## src/rtl/btb_assoc.sv

```systemverilog
// Set-associative branch target buffer with 2-bit direction counters and
// tree-PLRU replacement. Lookup is combinational against registered state;
// updates from execute are written on the rising clock edge.

package riscv_pkg;
  parameter int unsigned XLEN = 32;
endpackage

module btb_assoc #(
  parameter int unsigned SETS = 16,
  parameter int unsigned WAYS = 2
) (
  input  logic                       i_clk,
  input  logic                       i_reset,
  input  logic [riscv_pkg::XLEN-1:0] i_pc_if,
  input  logic                       i_lookup_en,
  input  logic                       i_flush_en,
  input  logic                       i_update_en,
  input  logic [riscv_pkg::XLEN-1:0] i_pc_update,
  input  logic [riscv_pkg::XLEN-1:0] i_target_update,
  input  logic [1:0]                 i_type_update,
  input  logic                       i_taken_update,
  output logic                       o_hit_valid,
  output logic [riscv_pkg::XLEN-1:0] o_target_predict,
  output logic                       o_pred_taken,
  output logic [1:0]                 o_hit_type,
  output logic [riscv_pkg::XLEN-1:0] o_pc_hit
);

  localparam int unsigned XLEN = riscv_pkg::XLEN;
  localparam int unsigned IDX  = $clog2(SETS);
  localparam int unsigned TAG  = XLEN - IDX - 2;
  localparam int unsigned WW   = (WAYS > 1) ? $clog2(WAYS) : 1;
  // At least one bit of PLRU storage so the array is legal when WAYS=1.
  localparam int unsigned PW   = (WAYS > 1) ? WAYS - 1 : 1;

  // Valid and PLRU are reset; payload arrays are not.
  logic [WAYS-1:0] r_valid  [SETS];
  logic [PW-1:0]   r_plru   [SETS];
  logic [TAG-1:0]  r_tag    [SETS][WAYS];
  logic [XLEN-1:0] r_target [SETS][WAYS];
  logic [1:0]      r_type   [SETS][WAYS];
  logic [1:0]      r_ctr    [SETS][WAYS];

  logic [IDX-1:0]  w_lk_idx;
  logic [TAG-1:0]  w_lk_tag;
  logic            w_lk_hit;
  logic [WW-1:0]   w_lk_way;
  logic [1:0]      w_lk_type;
  logic [1:0]      w_lk_ctr;

  logic [IDX-1:0]  w_up_idx;
  logic [TAG-1:0]  w_up_tag;
  logic            w_up_hit;
  logic [WW-1:0]   w_up_way;
  logic            w_has_inv;
  logic [WW-1:0]   w_inv_way;
  logic [WW-1:0]   w_victim;
  logic [WW-1:0]   w_wr_way;
  logic [PW-1:0]   w_plru_cur;
  logic [PW-1:0]   w_plru_nxt;
  logic [1:0]      w_ctr_cur;
  logic [1:0]      w_ctr_nxt;
  logic            w_do_write;

  assign w_lk_idx = i_pc_if[IDX+1:2];
  assign w_lk_tag = i_pc_if[XLEN-1:IDX+2];
  assign w_up_idx = i_pc_update[IDX+1:2];
  assign w_up_tag = i_pc_update[XLEN-1:IDX+2];

  // Lookup tag compare; at most one way can match.
  always_comb begin
    w_lk_hit = 1'b0;
    w_lk_way = '0;
    for (int w = 0; w < WAYS; w++) begin
      if (r_valid[w_lk_idx][w] && (r_tag[w_lk_idx][w] == w_lk_tag)) begin
        w_lk_hit = i_lookup_en;
        w_lk_way = WW'(w);
      end
    end
  end

  assign w_lk_type = r_type[w_lk_idx][w_lk_way];
  assign w_lk_ctr  = r_ctr[w_lk_idx][w_lk_way];

  // Prediction outputs; a miss falls through to the sequential PC.
  always_comb begin
    o_hit_valid      = w_lk_hit;
    o_target_predict = w_lk_hit ? r_target[w_lk_idx][w_lk_way] : i_pc_if + XLEN'(4);
    o_pc_hit         = w_lk_hit ? i_pc_if : '0;
    o_hit_type       = w_lk_hit ? w_lk_type : 2'b00;
    o_pred_taken     = w_lk_hit && ((w_lk_type != 2'b00) || w_lk_ctr[1]);
  end

  // Update-side tag compare and lowest-index invalid way search.
  always_comb begin
    w_up_hit  = 1'b0;
    w_up_way  = '0;
    w_has_inv = 1'b0;
    w_inv_way = '0;
    for (int w = WAYS - 1; w >= 0; w--) begin
      if (r_valid[w_up_idx][w] && (r_tag[w_up_idx][w] == w_up_tag)) begin
        w_up_hit = 1'b1;
        w_up_way = WW'(w);
      end
      if (!r_valid[w_up_idx][w]) begin
        w_has_inv = 1'b1;
        w_inv_way = WW'(w);
      end
    end
  end

  assign w_plru_cur = r_plru[w_up_idx];
  assign w_wr_way   = w_up_hit ? w_up_way : (w_has_inv ? w_inv_way : w_victim);

  // Tree-PLRU: bit 0 is the root; a 0 steers the victim toward the lower half.
  generate
    if (WAYS == 4) begin : g_plru4
      assign w_victim   = w_plru_cur[0] ? (w_plru_cur[2] ? 2'd3 : 2'd2)
                                        : (w_plru_cur[1] ? 2'd1 : 2'd0);
      assign w_plru_nxt = {w_wr_way[1] ? ~w_wr_way[0] : w_plru_cur[2],
                           w_wr_way[1] ? w_plru_cur[1] : ~w_wr_way[0],
                           ~w_wr_way[1]};
    end else if (WAYS == 2) begin : g_plru2
      assign w_victim   = w_plru_cur[0];
      assign w_plru_nxt = ~w_wr_way[0];
    end else begin : g_plru1
      assign w_victim   = '0;
      assign w_plru_nxt = '0;
    end
  endgenerate

  assign w_ctr_cur = r_ctr[w_up_idx][w_up_way];

  // Saturating counter step on a hit; fresh allocations start weakly taken.
  always_comb begin
    w_ctr_nxt = 2'b10;
    if (w_up_hit) begin
      if (i_taken_update) begin
        w_ctr_nxt = (w_ctr_cur == 2'b11) ? 2'b11 : w_ctr_cur + 2'd1;
      end else begin
        w_ctr_nxt = (w_ctr_cur == 2'b00) ? 2'b00 : w_ctr_cur - 2'd1;
      end
    end
  end

  // Flush and reset both suppress the write entirely.
  assign w_do_write = i_reset && i_update_en && !i_flush_en && (w_up_hit || i_taken_update);

  // Valid bits and PLRU state.
  always_ff @(posedge i_clk or negedge i_reset) begin
    if (!i_reset) begin
      for (int s = 0; s < SETS; s++) begin
        r_valid[s] <= '0;
        r_plru[s]  <= '0;
      end
    end else if (i_flush_en) begin
      for (int s = 0; s < SETS; s++) begin
        r_valid[s] <= '0;
      end
    end else if (w_do_write) begin
      r_valid[w_up_idx][w_wr_way] <= 1'b1;
      r_plru[w_up_idx]            <= w_plru_nxt;
    end
  end

  // Entry payload; survives flush.
  always_ff @(posedge i_clk) begin
    if (w_do_write) begin
      r_tag[w_up_idx][w_wr_way]    <= w_up_tag;
      r_target[w_up_idx][w_wr_way] <= i_target_update;
      r_type[w_up_idx][w_wr_way]   <= i_type_update;
      r_ctr[w_up_idx][w_wr_way]    <= w_ctr_nxt;
    end
  end

endmodule

```

## config.mk

```make
export PLATFORM = sky130hd
export DESIGN_NAME = btb_assoc
export DESIGN_NICKNAME = d
export VERILOG_FILES = /design/src/rtl/btb_assoc.sv
export SDC_FILE = /design/constraint.sdc
export NUM_CORES = 2
export LEC_CHECK = 0
export ABC_AREA = 1
export ABC_CLOCK_PERIOD_IN_PS = 8300
export CELL_PAD_IN_SITES_DETAIL_PLACEMENT = 0
export CELL_PAD_IN_SITES_GLOBAL_PLACEMENT = 1
export CORE_MARGIN = 4
export CORE_UTILIZATION = 50
export CTS_BUF_LIST = sky130_fd_sc_hd__clkbuf_8
export DETAILED_ROUTE_END_ITERATION = 8
export PLACE_DENSITY = 0.89
export SKIP_LAST_GASP = 1
export SYNTH_ARGS = -nofsm -noshare
export SYNTH_HDL_FRONTEND = slang
export SYNTH_SLANG_ARGS = --single-unit
```

## constraint.sdc

```tcl
create_clock -name i_clk -period 8.3 [get_ports i_clk]
set_input_delay 1.66 -clock i_clk [delete_from_list [all_inputs] [get_ports i_clk]]
set_output_delay 1.66 -clock i_clk [all_outputs]
set_load 0.02 [all_outputs]
```

==> flow_metrics.py <==
metrics = {
    "run_status": {
        "outcome": "complete, no violations",
    },
    "place": {
        "detailed_place.area_um2": 98000,
        "globalplace.congestion": 0.990,
        "dp_hpwl_um": 188000,
        "dp_slack_ns": -0.0211,
        "port_buffers": 169,
    },
    "pwr": {
        "power.static_leakage_nw": 38.6,
        "pwr_density_cell_nw_per_um2": 204,
        "ir_worst_vdd_uv": 227,
    },
    "finish": {
        "mostFrequentLayoutCells": "nand2_1, edfxtp_1, nor2_1, o21ai_0, inv_1",
        "design.final.nets": 9460,
        "mostFrequentLayoutCell": "nand2_1",
        "multi_input_comb_area_um2": 27600,
        "fillers": 15150,
        "layout-drive-gt1-share": 0.0803,
        "final_design_area_no_fill_um2": 104000,
        "area_growth_pct": 12.7,
        "sequential_cell_area_um2": 60800,
    },
    "yosys": {
        "most_used_flip_flop_cell_after_synthesis": "edfxtp_1",
        "yosysSeqAreaShare": 0.659,
        "mappedNetlistArea_um2": 92200,
        "postSynthAreaPerCell_um2": 10.1,
        "synth_top_area_share": 0.646,
        "yosysTopAreaCell": "edfxtp_1",
        "syn_inst": 9143,
        "yosys_warnings": 0,
        "synth.net_count": 9248,
        "number_of_synthesized_flops_with_an_enable_pin": 1984,
        "synth_cell_type_count": 42,
        "async_reset_ff_frac": 0.0236,
        "largest_cells_by_area_after_synthesis": "edfxtp_1, nand2_1, o21ai_0",
        "ys_ff_latch": 2032,
    },
    "worst_setup_path": {
        "cp_num_buf_inv": 10,
        "worst_setup_path_end_kind": "output port",
        "critPathSlowestCell": "clkdlybuf4s50_1",
        "critical_path.cell_chain": "clkdlybuf4s50_1 > buf_4 > inv_6 > nor2_4 > buf_12 > nand2_1 > nand2_1 > inv_2 > nand3_1 > nand2_1 > inv_1 > nand2_1 > nor2_2 > nand3_2 > nor2_4 > buf_12 > nor2_1 > nor2_4 > buf_12 > nor2_1 > nor2_1 > buf_4 > clkdlybuf4s50_1",
        "worst-r2r-cell-count": 19,
        "worstSetupStartpointType": "primary input",
        "crit_path_max_fanout": 33,
        "cp.required_ns": 6.64,
        "timing.critical_path.depth": 23,
        "worst-endpoint-arrival_ns": 6.56,
        "timing.critical_path.max_delay_family": "buffers and inverters",
        "slowest_cell_delay_on_critical_path_ns": 0.69,
        "crit_path_start": "i_pc_if[5]",
        "worst-r2r-setup-slack_ns": 3.85,
        "path_common_cell": "nand2_1",
        "worst-setup-path-type": "in2out",
        "reg2reg_from": "r_tag[7][27]$_DFFE_PP_",
    },
    "global_routing": {
        "grt_antenna_before_repair": 18,
        "grt_start_max_net_pins": 178,
        "global_route.usage.total": 0.329,
        "top_usage_layer": "met2",
        "number_of_global_route_vias_before_repair": 68507,
        "grt_use_met1": 0.427,
        "grt_pass1_wl_um": 461000,
        "globalRouteMet2Util": 0.503,
        "globalRouteOverflowTotal": 0,
        "use_met3": 0.0730,
    },
    "worst_hold_path": {
        "worstHoldPathCells": 2,
        "hp-start": "r_plru[2]$_DFFE_PN0P_",
        "hold_path.class": "reg2reg",
    },
    "flow_run": {
        "maxCapViolCount": 0,
    },
    "clock_network": {
        "worst_skew_pair.late_latency_ns": 1.14,
        "post_cts.repair.setup_buffers": 0,
        "clk_root_buffer_cell": "clkbuf_8",
        "htree_num_levels": 5,
        "number_of_buffers_created_by_cts": 342,
        "clkSlewWorstSetupHoldPaths_ns": 0.06,
        "tritoncts_clock_tree": "built",
        "clock_path_buffers": 4,
        "cts_sinks": 2032,
    },
    "sta": {
        "fin_crit_ns": 8.22,
        "fmax_mhz": 122,
        "final.period_utilization": 0.991,
        "final-max-slew-violation-count": 0,
        "report.final.setup_viol": 0,
        "worst_case_headroom_to_the_max_slew_limit": 0.190,
        "grt_setup_unrepaired": "false",
        "holdWs_ns": 0.473,
        "pnr_worst_setup_slack_ns": 0.0755,
        "worst-slew-pin-transition_ns": 1.21,
        "finalClockSkew_ns": 0.140,
        "final-hold-violation-count": 0,
    },
    "routing": {
        "wirelength_um": 324000,
        "vias": 73741,
        "post_drt_wl_per_cell_um": 26.9,
        "ant_nets": 0,
        "dr.pass1.iters": 7,
        "post-route-drc-count": 0,
        "dr.first_iter.drc_count": 11095,
        "via_per_inst": 6.11,
    },
    "floorplan": {
        "start_util": 0.503,
        "fp.dieArea_um2": 191000,
        "total_core_area_um2": 183000,
        "die_width_um": 437,
        "chipHeight_um": 437,
        "floorplan.io_pins": 172,
        "num_rows": 157,
    },
}
==> per-layer routing <==
metal / vias to the layer above / wire (um)
met5: - / 230
met3: 1093 / 40100
li1: 32200 / -
met1: 35245 / 116000
met2: 5187 / 144000
met4: 16 / 23600
==> power by group <==
group          internal, mW  switching (mW)
clock                  4.01            3.96
sequential             11.3         0.00898
combinational         0.496            1.41
==> final cells by class <==
| class | instances | share of cell area |
|---|---|---|
| Clock inverter | 228 | 0.00988 |
| Clock buffer | 351 | 0.0465 |
| Tap cell | 2464 | 0.0297 |
| Multi-Input combinational cell | 6175 | 0.266 |
| Antenna cell | 8 | 0.000193 |
| Timing Repair Buffer | 455 | 0.0496 |
| Sequential cell | 2032 | 0.585 |
| Inverter | 349 | 0.0136 |
==> flip-flops by register name (all words and copies together), names as in the netlist <==
signal,count
r_type,64
r_tag,832
r_ctr,64
r_plru,16
r_target,1024
r_valid,32
==> final timing paths <==
path	end
hold reg to reg	r_plru[2]$_DFFE_PN0P_
setup reg to reg	r_target[6][20]$_DFFE_PP_
max in group asynchronous	r_valid[23]$_DFFE_PN0P_
min in group asynchronous	r_valid[16]$_DFFE_PN0P_
setup / recovery	o_target_predict[12]
hold / removal	r_plru[2]$_DFFE_PN0P_
==> worst min-delay path, cell delays in order (launching register included) <==
cell,delay [ns]
dfrtp_1,0.34
nand2_1,0.06
nand2_1,0.05
==> timing repair <==
item / 4_1_cts / 5_1_grt
setup endpoints to repair: 2 / 2
resized for setup: 2 / 2
hold buffers: 0 / 0
hold endpoints to repair: 0 / 0
==> metrics by stage <==
| step | setup TNS (ns) | util | total power [mW] | instances |
|---|---|---|---|---|
| after floorplan | 0 | - | 12.5 | 9143 |
| final | 0 | 0.567 | 21.2 | 12062 |
| after global routing | 0 | 0.567 | 21.8 | 12058 |
| after global placement | -0.120 | 0.535 | 13.3 | 11475 |
| after detailed placement | -0.0318 | 0.535 | 13.3 | 11475 |
| after CTS | 0 | 0.567 | 21.2 | 12054 |
==> synth_stat cells, types with 2 or more instances <==
| cell | instances |
|---|---|
| o21ai_1 | 104 |
| o221ai_1 | 63 |
| nand2_1 | 2557 |
| nor2_2 | 7 |
| nand3b_1 | 2 |
| a31oi_1 | 31 |
| o211ai_1 | 151 |
| clkbuf_1 | 280 |
| nor3_1 | 20 |
| o21ai_0 | 1129 |
| edfxtp_1 | 1984 |
| a221oi_1 | 33 |
| inv_1 | 335 |
| o22ai_1 | 215 |
| a21oi_1 | 160 |
| buf_4 | 33 |
| nor2_4 | 2 |
| nor3_2 | 2 |
| buf_6 | 3 |
| a22oi_1 | 44 |
| nand4_1 | 18 |
| nor2_1 | 1315 |
| dfrtp_1 | 48 |
| xor2_1 | 27 |
| buf_2 | 225 |
| nor4_1 | 5 |
| a32o_1 | 3 |
| o21bai_1 | 6 |
| nand3_1 | 269 |
| clkinv_1 | 4 |
| buf_1 | 46 |
| inv_2 | 9 |
| nand2_2 | 4 |
==> kinds of logic after synthesis <==
family	after synthesis	synth area share
AOI/OAI and AO/OA	1942	0.118
xor gates and xnor gates	27	0.00257
adders and majority gates	1	0.000136
buffers and inverters	936	0.0428
DFF	2032	0.659
and+or+nand+nor	4205	0.177
Note: power is estimated with default switching activity, not from simulation.
